<file path="config.mk">
export PLATFORM = sky130hd
export DESIGN_NAME = inst_ram_loader
export DESIGN_NICKNAME = d
export VERILOG_FILES = /design/src/rtl/inst_ram_loader_pkg.sv /design/src/rtl/inst_ram_dp.sv /design/src/rtl/inst_ram_loader.sv
export SDC_FILE = /design/constraint.sdc
export NUM_CORES = 1
export LEC_CHECK = 0
export CAP_MARGIN = 20
export CELL_PAD_IN_SITES_DETAIL_PLACEMENT = 0
export CELL_PAD_IN_SITES_GLOBAL_PLACEMENT = 2
export CORE_UTILIZATION = 35
export DETAILED_ROUTE_END_ITERATION = 6
export PLACE_DENSITY_LB_ADDON = 0.3
export SLEW_MARGIN = 10
export SYNTH_ARGS = -nofsm -noshare
export SYNTH_HDL_FRONTEND = slang
export SYNTH_SLANG_ARGS = --single-unit
</file>
<file path="constraint.sdc">
create_clock -name clk -period 2.6 [get_ports clk]
set_input_delay 0.39 -clock clk [delete_from_list [all_inputs] [get_ports clk]]
set_output_delay 0.39 -clock clk [all_outputs]
set_load 0.01 [all_outputs]
</file>
<file path="src/rtl/inst_ram_loader_pkg.sv">
// Shared types and constants for the instruction RAM loader.
package inst_ram_loader_pkg;

    localparam int unsigned IRL_ADDR_W = 5;
    localparam int unsigned IRL_DEPTH  = 32;
    localparam int unsigned IRL_CNT_W  = 6;

    // An all-zero word executes as a nop on the CPU.
    localparam logic [31:0] IRL_NOP_WORD = 32'h0000_0000;

    typedef enum logic [1:0] {
        ST_IDLE,
        ST_COUNT,
        ST_DATA,
        ST_CHECK
    } load_state_t;

endpackage

</file>
<file path="src/rtl/inst_ram_dp.sv">
// Instruction RAM: synchronous write, synchronous clear, asynchronous read.
module inst_ram_dp
    import inst_ram_loader_pkg::*;
#(
    parameter int unsigned ADDR_W = IRL_ADDR_W,
    parameter int unsigned DEPTH  = IRL_DEPTH
) (
    input  logic              clk,
    input  logic              rst,
    input  logic              we,
    input  logic [ADDR_W-1:0] waddr,
    input  logic [31:0]       wdata,
    input  logic [ADDR_W-1:0] raddr,
    output logic [31:0]       rdata
);

    logic [31:0] mem [DEPTH];

    // Clear every word to nop on reset, otherwise write one word per cycle.
    always_ff @(posedge clk) begin
        if (rst) begin
            for (int unsigned i = 0; i < DEPTH; i++) begin
                mem[i] <= IRL_NOP_WORD;
            end
        end else if (we) begin
            mem[waddr] <= wdata;
        end
    end

    // Combinational read; a word written on an edge is visible after that edge.
    assign rdata = mem[raddr];

endmodule

</file>
<file path="src/rtl/inst_ram_loader.sv">
// Byte-stream loader that fills the CPU instruction RAM and holds the CPU
// while a load is running or after a failed load.
module inst_ram_loader
    import inst_ram_loader_pkg::*;
#(
    parameter int unsigned ADDR_W = IRL_ADDR_W,
    parameter int unsigned DEPTH  = IRL_DEPTH,
    parameter int unsigned CNT_W  = IRL_CNT_W
) (
    input  logic              clk,
    input  logic              rst,
    input  logic              load_start,
    input  logic              in_valid,
    input  logic [7:0]        in_byte,
    output logic              in_ready,
    input  logic [ADDR_W-1:0] addr,
    output logic [31:0]       inst,
    output logic              busy,
    output logic              cpu_hold,
    output logic              load_done,
    output logic              load_err,
    output logic [CNT_W-1:0]  words_loaded
);

    load_state_t      state;
    logic [CNT_W-1:0] word_count;
    logic [1:0]       byte_idx;
    logic [23:0]      word_sr;
    logic [7:0]       checksum;

    logic             accept;
    logic             ram_we;
    logic [31:0]      ram_wdata;
    logic [CNT_W-1:0] words_next;

    assign accept     = in_valid & in_ready;
    assign ram_we     = accept && (state == ST_DATA) && (byte_idx == 2'd3);
    assign ram_wdata  = {word_sr, in_byte};
    assign words_next = words_loaded + CNT_W'(1);
    assign cpu_hold   = busy | load_err;

    // Load session FSM; in_ready and busy are registered alongside the state.
    always_ff @(posedge clk) begin
        if (rst) begin
            state        <= ST_IDLE;
            in_ready     <= 1'b0;
            busy         <= 1'b0;
            load_done    <= 1'b0;
            load_err     <= 1'b0;
            words_loaded <= '0;
            word_count   <= '0;
            byte_idx     <= '0;
            word_sr      <= '0;
            checksum     <= '0;
        end else begin
            case (state)
                ST_IDLE: begin
                    if (load_start) begin
                        state        <= ST_COUNT;
                        in_ready     <= 1'b1;
                        busy         <= 1'b1;
                        load_done    <= 1'b0;
                        load_err     <= 1'b0;
                        words_loaded <= '0;
                        byte_idx     <= '0;
                        word_sr      <= '0;
                        checksum     <= '0;
                    end
                end
                ST_COUNT: begin
                    if (accept) begin
                        if ((in_byte == 8'd0) || (in_byte > 8'(DEPTH))) begin
                            load_err <= 1'b1;
                            state    <= ST_IDLE;
                            in_ready <= 1'b0;
                            busy     <= 1'b0;
                        end else begin
                            word_count <= in_byte[CNT_W-1:0];
                            state      <= ST_DATA;
                        end
                    end
                end
                ST_DATA: begin
                    if (accept) begin
                        word_sr  <= {word_sr[15:0], in_byte};
                        checksum <= checksum ^ in_byte;
                        byte_idx <= byte_idx + 2'd1;
                        if (byte_idx == 2'd3) begin
                            words_loaded <= words_next;
                            if (words_next == word_count) begin
                                state <= ST_CHECK;
                            end
                        end
                    end
                end
                ST_CHECK: begin
                    if (accept) begin
                        if (in_byte == checksum) begin
                            load_done <= 1'b1;
                        end else begin
                            load_err <= 1'b1;
                        end
                        state    <= ST_IDLE;
                        in_ready <= 1'b0;
                        busy     <= 1'b0;
                    end
                end
                default: begin
                    state    <= ST_IDLE;
                    in_ready <= 1'b0;
                    busy     <= 1'b0;
                end
            endcase
        end
    end

    inst_ram_dp #(
        .ADDR_W(ADDR_W),
        .DEPTH (DEPTH)
    ) u_ram (
        .clk  (clk),
        .rst  (rst),
        .we   (ram_we),
        .waddr(words_loaded[ADDR_W-1:0]),
        .wdata(ram_wdata),
        .raddr(addr),
        .rdata(inst)
    );

endmodule

</file>
# Word level (Yosys, flattened, before mapping)
# Memory sizes are Yosys's and may differ from the RTL's.
# Cells that the tools add are included.
[totals]
register_bits = 51
ramBits = 1024
in_bits = 17
output_inout_bits = 43
elab_cells = 91
mem_count = 1
[op_classes]
addsub = 2
magnitude_cmp = 1
eq_ne = 15
mux = 43
bitwise_logic = 4
n_reduce_logical = 16
[mem_list]
columns = ["memory", "words", "width", "rd", "rd_clocked_by_memory_dff", "write_ports", "line_no", "rtl"]
rows = [
  ["u_ram.mem", 32, 32, 1, 0, 32, "inst_ram_dp.sv:17", "logic [31:0] mem [DEPTH];"],
]
[op_table]
columns = ["cell", "n"]
rows = [
  ["2-to-1 mux 24 bit", 2],
  ["one-hot mux 24 bit (2 select lines)", 1],
  ["2-to-1 mux 32 bit", 1],
  ["OR reduction 32 bit", 1],
  ["2-to-1 mux 2 bit", 9],
  ["2-to-1 mux 6 bit", 3],
  ["2-to-1 mux 1 bit", 17],
  ["2-to-1 mux 8 bit", 2],
  ["one-hot mux 8 bit (2 select lines)", 1],
  ["inequality test 2 bit (second input constant)", 7],
  ["one-hot mux 6 bit (2 select lines)", 1],
  ["AND reduction 6 bit", 2],
  ["== test 8 bit", 1],
  ["> comparator 8 x 6 -> 1 bit (second input constant)", 1],
  ["logical NOT 8 bit", 1],
  ["one-hot mux 2 bit (4 select lines)", 1],
  ["AND reduction 4 bit", 2],
  ["XOR 8 bit", 1],
  ["adder 6 x 1 -> 6 bit (second input constant)", 1],
  ["== test 2 bit (second input constant)", 3],
  ["== test 6 bit", 1],
  ["one-hot mux 1 bit (3 select lines)", 2],
  ["AND reduction 3 bit", 2],
  ["2-to-1 mux 5 bit", 1],
  ["14 further kinds", 17],
]

# Depth between registers and ports, before layout
# Gate-level depths: netlist of the first run.
[depth]
word_depth = 8
ltp_mapped = 9
mapped_depth_nobuf = 6

# Modules after synthesis
# A second synthesis of the first run with hierarchy kept.
[hier_totals]
cells_unflattened = 3769
hier_area_um2 = 49775.2
[by_module_without_submodules]
columns = ["mod", "n_inst", "cells_each", "area_per_inst_um2", "seq_area_each_um2"]
rows = [
  ["inst_ram_dp", 1, 3482, 47414.2, 30749.5],
  ["inst_ram_loader", 1, 287, 2361.0, 1021.0],
]

# Least setup slack after synthesis of the first run
# OpenSTA, ideal clock, no wires.
[synth_timing]
kind = "reg2reg"
startpoint = "register byte_idx[0]"
endpoint = "memory u_ram.mem[9][0], enable pin"
setup_time_ps = 375
arrival_ps = 1968
t_required_ps = 2225
slack_ps = 257
stages_incl_launch_ff = 8
path_buffers = 1
synth_period_minus_slack_ps = 2343
path_cell_list = "dfxtp_1 -> ha_1 -> nand4_2 -> nor3_2 -> nand2_1 -> buf_4 -> nor2_2 -> or2_2"
[synth_lines]
columns = ["item", "line_no", "rtl"]
rows = [
  ["start, declared", "inst_ram_loader.sv:27", "logic [1:0] byte_idx;"],
  ["start signal, assigned", "inst_ram_loader.sv:87", "byte_idx <= byte_idx + 2'd1;"],
  ["end, declared", "inst_ram_dp.sv:17", ""],
]

# Worst setup path in the final report of the first run
[layout_timing]
startpoint = "memory u_ram.mem[14][13]"
endpoint = "output inst[13]"
[layout_between]
elab_chain_cells = 1
[layout_lines]
columns = ["item", "line_no", "rtl"]
rows = [
  ["memory (32 x 32 bit)", "--", ""],
  ["end, declared", "inst_ram_loader.sv:17", "output logic [31:0] inst,"],
]
# Every way passes these cells.

==> results.json, run 1 <==
{
  "numCtsBuffers": 116,
  "ir_drop_mv": 0.515,
  "maxSlewHeadroom": 0.424,
  "hold_path.class": "in -> reg",
  "grt-ovfl-total": 0,
  "totalWireLength_mm": 143,
  "cts_tree": "done",
  "num_vias": 29077,
  "critPathRequiredTime_ns": 2.21,
  "violations": "negative setup slack",
  "fin_crit_sh": 1.16,
  "path_delay_family": "simple AND/OR/NAND/NOR gates",
  "drive_above_1_share": 0.217,
  "fin_worst_skew_ns": 0.0321,
  "fin_tns_setup_ns": -5.26,
  "die_x_um": 376,
  "whs_ns": 0.233,
  "multi_input_area_um2": 16400,
  "htreeDepth": 3,
  "io_buffers": 59,
  "die-height_um": 376,
  "hold_viol_final": 0,
  "syn-num-nets": 3567,
  "antenna_found_initial": 7,
  "cts-root-buf": "clkbuf_16",
  "cp-end-kind": "output pin",
  "synth-main-ff-cell": "edfxtp_1",
  "setup_violations": 27,
  "outcome": "finished, violations left",
  "synthArstFlopShare": 0,
  "crit_type": "reg -> out",
  "clockBufferDepth": 3,
  "power_density_nw_per_um2": 683,
  "utilization": 0.426,
  "critPathLaunchType": "flop",
  "routedWlPerCell_um": 25.1,
  "tightest_slew_ns": 0.864,
  "nets": 3748,
  "initial_core_util": 0.355,
  "synthCells": 3545,
  "dr.pass1.iters": 5,
  "crit_fanout": 1,
  "die-area_um2": 142000,
  "clock_latency_ns": 0.75,
  "crit_arrival_ns": 2.62,
  "rows": 136,
  "area_delta_synth_final_pct": 20.0,
  "fin_cells": 5694,
  "num_io_pins": 60,
  "clock-sinks": 1075,
  "synth_edf_count": 1024,
  "worstPathCellList": "mux4_2 > nor2b_4 > a21oi_4 > nand4_1 > buf_2",
  "path_buf_inv": 1,
  "rsz0062_at_grt": "yes",
  "synth_cell_types": 53,
  "place.gp.congestion": 0.797,
  "dp_hpwl_mm": 93.9,
  "cap_violations": 0,
  "synth_area_um2": 49000,
  "grt_pass1_vias": 29490,
  "fin_ws_ns": -0.409,
  "slew_viol_final": 0,
  "yosys_warnings": 0,
  "yosys_register_bits": 1075,
  "first_iter_violations": 2393,
  "grt.total_usage": 0.203,
  "syn_area_per_cell_um2": 13.8,
  "clk_pin_slew_ns": 0.06,
  "fmax_mhz": 332,
  "place_inst": 5465,
  "power.leakage_nw": 20.4,
  "core_area_um2": 138000,
  "vias_per_cell": 5.11,
  "fillerInstances": 12499,
  "grt_pass1_wl_mm": 209,
  "cp_slowest_cell": "mux4_2",
  "max_stage_delay_ns": 0.50,
  "regArea_um2": 31800,
  "fin_crit_ns": 3.01,
  "hold_buffers": 0,
  "grt_max_degree": 48,
  "total_power_mw": 40.2,
  "drc": 0,
  "ys_seq_area_frac": 0.648,
  "ant_nets": 0
}
area by class of cell:
class | count | area share
Multi-Input combinational cell | 2121 | 0.278
Sequential cell | 1075 | 0.540
Clock buffer | 149 | 0.0523
Tap cell | 1863 | 0.0396
Clock inverter | 70 | 0.0148
Inverter | 8 | 0.000510
Antenna cell | 4 | 0.000170
Timing Repair Buffer | 404 | 0.0745
flip-flops by register name, summed over array words and instances, names as in the netlist, named ones only:
| register | flops |
|---|---|
| load_err | 1 |
| checksum | 8 |
| state | 1 |
| load_done | 1 |
| word_sr | 24 |
| busy | 1 |
| byte_idx | 2 |
| words_loaded | 6 |
| word_count | 6 |
| u_ram.mem | 1024 |
worst min-delay path, cell delays in order:
cell,delay (ns)
buf_2,0.11
buf_4,0.27
nor2_1,0.15
cells by family (layout without fill, tap and decap cells):
| family | Yosys count | count (layout) | synth area share |
|---|---|---|---|
| fa+ha+maj | 5 | 5 | 0.00128 |
| xor+xnor | 10 | 10 | 0.00179 |
| mux | 326 | 326 | 0.0992 |
| other cells | 0 | 4 | 0 |
| simple gates | 1454 | 1454 | 0.179 |
| compound gates | 326 | 326 | 0.0414 |
| flops | 1075 | 1075 | 0.648 |
| buf+inv | 349 | 631 | 0.0291 |
report_power, final:
group	internal (mW)	switching (mW)
clock	10.1	7.13
sequential	19.7	0.206
combinational	1.25	1.76
metal layers:
layer,track usage,part of all wire,wire (µm)
met2,0.328,0.47,67500
met3,0.0323,0.055,7840
met5,0,0,0
met1,0.284,0.45,64800
met4,0.0518,0.020,2880
placed cells by master (no fill, tap or decap), types with 67 or more instances in the layout:
cell / instances
mux2i_1: 198
edfxtp_1: 1024
a22oi_1: 71
nand3_1: 91
clkbuf_16: 118
buf_4: 233
a21oi_1: 122
and2_1: 864
mux4_2: 128
nor2b_1: 109
nor3_1: 144
buf_12: 103
a211oi_1: 67
timing repair:
item	CTS	global route
setup buffers	1	4
resized for setup	205	41
endpoints found under the hold margin	0	0
cloned	1	1
pin swaps	30	11
setup endpoints to repair	32	32
stage by stage:
| stage | area [µm²] | setup WS, ns |
|---|---|---|
| 6_report | 58900 | -0.409 |
| 5_1_grt | 58800 | -0.483 |
| 4_1_cts | 58700 | -0.474 |
| 3_5_place_dp | 54500 | -0.779 |
| 3_3_place_gp | 54500 | -0.835 |
| 2_1_floorplan | 49000 | 0.257 |
worst paths after layout:
path / cells after the start / slack, ns / to / startpoint
setup reg to reg: 9 / 0.15 / u_ram.mem[9][20] / byte_idx[0]
hold / removal: 3 / 0.23 / words_loaded[1] / rst
setup / recovery: 5 / -0.41 / inst[13] / u_ram.mem[14][13]
hold reg to reg: 2 / 0.45 / byte_idx[1] / byte_idx[1]
Yosys cell counts (10+ instances only):
library cell	instances	area (µm²)
edfxtp_1	1024	30700
and2_1	865	5410
clkbuf_1	257	965
mux2i_1	198	1980
a21oi_1	163	816
nor3_1	144	721
nor2b_1	138	863
mux4_2	128	2880
nand3_1	92	460
a22oi_1	71	533
a211oi_1	67	503
buf_2	55	275
dfxtp_1	51	1020
nand2_1	41	154
nor2_1	35	131
nand4_1	34	213
or2_2	34	213
nor2_4	23	259
nor4_1	22	138
clkbuf_2	17	85.1
o21ai_0	10	50.1
Note: power is estimated with default switching activity, not from simulation.
==> run 2: changes to the inputs <==
CTS_CLUSTER_DIAMETER = 120   (was not set)
==> results of run 2 <==
No change in the layout: final DEF, timing and power equal those of run 1.
==> run 3: changes to the inputs <==
SKIP_CTS_REPAIR_TIMING = 1   (was not set)
SYNTH_HIERARCHICAL = 1   (was not set)
==> run 3 against run 2 <==
Against the previous run: the flow still finishes with violations (negative setup slack); sequential power is essentially flat; cell count grew 5.7%; first-iteration DRC count shrank 7.3%; via count grew 4.2%.
==> results.json, run 3 <==
{
  "outcome": "finished, violations left",
  "violations": "negative setup slack",
  "cp-end-kind": "output pin",
  "first_iter_violations": 2218,
  "grt-ovfl-total": 0,
  "die-area_um2": 144000,
  "setup_violations": 17,
  "slew_viol_final": 0,
  "timing.rr.end": "u_ram/mem[28][24]",
  "cap_violations": 0,
  "fin_crit_sh": 1.05,
  "whs_ns": 0.450,
  "r2r-start": "state[0]",
  "htreeDepth": 3,
  "synth-main-ff-cell": "edfxtp_1",
  "top_register": "u_ram/mem",
  "final_cell_mix": "1027 x and2_1, 1024 x edfxtp_1, 490 x mux2i_1, 287 x buf_4, 139 x nand2_1",
  "tightest_slew_ns": 0.653,
  "total_power_mw": 39.7,
  "num_io_pins": 60,
  "yosys_warnings": 6,
  "fin_ws_ns": -0.139,
  "clockBufferDepth": 3,
  "syn-num-nets": 3788,
  "synth_commonest_cells": "1028 x and2_1, 1024 x edfxtp_1, 518 x mux2i_1",
  "synthCells": 3769,
  "area_delta_synth_final_pct": 22.2,
  "ir_drop_mv": 0.483,
  "fin_cells": 6017,
  "synth.most_common_cell": "and2_1",
  "diodes": 0,
  "drc": 0,
  "critPathLaunchType": "input port",
  "crit_arrival_ns": 2.35,
  "grt_pass1_wl_mm": 214,
  "grt_pass1_vias": 30531,
  "final_common_cell": "and2_1",
  "place_inst": 5812,
  "clock-sinks": 1075,
  "maxSlewHeadroom": 0.564,
  "fin_worst_skew_ns": 0.0182,
  "routedWlPerCell_um": 24.8,
  "synth_top_area_frac": 0.618,
  "grt.total_usage": 0.207,
  "synth_edf_count": 1024,
  "dr.pass1.iters": 5,
  "antenna_found_initial": 4,
  "r2r_cells": 8,
  "reg.largest.list": "u_ram/mem: 1024 flops, word_sr: 24 flops, checksum: 8 flops",
  "synth_top_area_cell": "edfxtp_1",
  "num_vias": 30310,
  "worstHoldStart": "word_sr[19]",
  "hold_path.class": "reg -> reg",
  "fmax_mhz": 365,
  "critPathRequiredTime_ns": 2.21,
  "min_path_cells": 2,
  "numCtsBuffers": 118,
  "die-height_um": 379,
  "yosys_register_bits": 1075,
  "synth_area_um2": 49800,
  "ant_nets": 0,
  "largest_reg_flops": 1024,
  "crit_type": "in -> out",
  "power_density_nw_per_um2": 653,
  "dp_hpwl_mm": 96.1,
  "io_buffers": 59,
  "r2r_setup_slack_ns": 0.27,
  "vias_per_cell": 5.04,
  "power.leakage_nw": 22.6,
  "die_x_um": 379,
  "place.gp.congestion": 0.799,
  "synthArstFlopShare": 0,
  "hold_viol_final": 0,
  "syn_area_per_cell_um2": 13.2,
  "fin_crit_ns": 2.74,
  "clock_latency_ns": 0.73,
  "dpl_worst_slack_ns": -1.10,
  "nets": 4052,
  "min_to": "word_sr[19]",
  "cts-root-buf": "clkbuf_16",
  "initial_core_util": 0.352,
  "cts_tree": "done",
  "grt_max_degree": 73,
  "rsz0062_at_grt": "yes",
  "drive_above_1_share": 0.201,
  "synth_area_leaders": "edfxtp_1 62%, and2_1 13%, mux2i_1 10%",
  "utilization": 0.430,
  "totalWireLength_mm": 149,
  "ys_seq_area_frac": 0.638,
  "synth_cell_types": 59,
  "clk_pin_slew_ns": 0.06,
  "rows": 138,
  "core_area_um2": 141000,
  "crit_fanout": 12
}
[run 3: cell count changes after synthesis, sizes merged, moves of 98 or more]
cell / previous run / this run
and2: 865 / 1028
mux2i: 198 / 518
mux4: 128 / 0
nand2: 41 / 139
nor2b: 138 / 7
nor3: 149 / 38
[run 3: worst max-delay path by stage]
stage	start	slack [ns]	to	cells after the start
global route	u_ram/mem[5][17]	-0.15	inst[17]	7
floorplan	busy	0.007	u_ram/mem[31][0]	7
finish	addr[4]	-0.14	inst[25]	9
CTS	addr[0]	-1.12	inst[9]	10
detailed placement	addr[0]	-1.10	inst[9]	10
global placement	addr[0]	-1.09	inst[9]	10
[run 3: through the flow]
stage | TNS, ns | instance area [µm²]
final | -0.767 | 60800
after global routing | -1.81 | 60800
after CTS | -31.44 | 59700
after detailed placement | -187.33 | 56100
after global placement | -176.90 | 56100
after floorplan | 0 | 49800
[run 3: report_power, final]
part,switching (mW),total (mW),leakage [nW],internal [mW]
Sequential,0.220,19.9,10.1,19.7
Combinational,2.05,3.50,10.7,1.45
Clock,6.87,16.3,1.80,9.39
Total,9.13,39.7,22.6,30.6
[run 3: kinds of logic (layout without fill, tap and decap cells)]
family                   after synthesis  in the layout  synth area share
XOR/XNOR                               9              9           0.00158
multiplexers                         518            518             0.104
AO/OA/AOI/OAI                        360            360            0.0486
AND/OR/NAND/NOR                     1461           1461             0.173
adder cells (fa/ha/maj)                2              2          0.000503
buffers and inverters                344            702            0.0340
flip-flops                          1075           1075             0.638
[run 3: metal layers]
metal / GRT usage / vias to the layer above / wire length [µm]
li1: - / 14045 / -
met1: 0.285 / 15387 / 68100
met2: 0.337 / 689 / 70800
met3: 0.0302 / 189 / 6450
met4: 0.0572 / 0 / 3810
met5: 0 / - / 0
[run 3: final cells by class]
class | instances | area (µm²)
Multi-Input combinational cell | 2350 | 17500
Inverter | 2 | 7.51
Clock buffer | 160 | 3220
Sequential cell | 1075 | 31800
Clock inverter | 54 | 464
Timing Repair Buffer | 486 | 5450
Tap cell | 1890 | 2360
Fill cell | 13019 | 80400
[run 3: critical path, cell delays in order]
cell and delay (ns):
clkdlybuf4s50_1 0.42, or2_4 0.33, buf_4 0.17, buf_8 0.15, buf_12 0.17, nor3_4 0.34
a31oi_2 0.08, nand3_1 0.11, buf_2 0.14
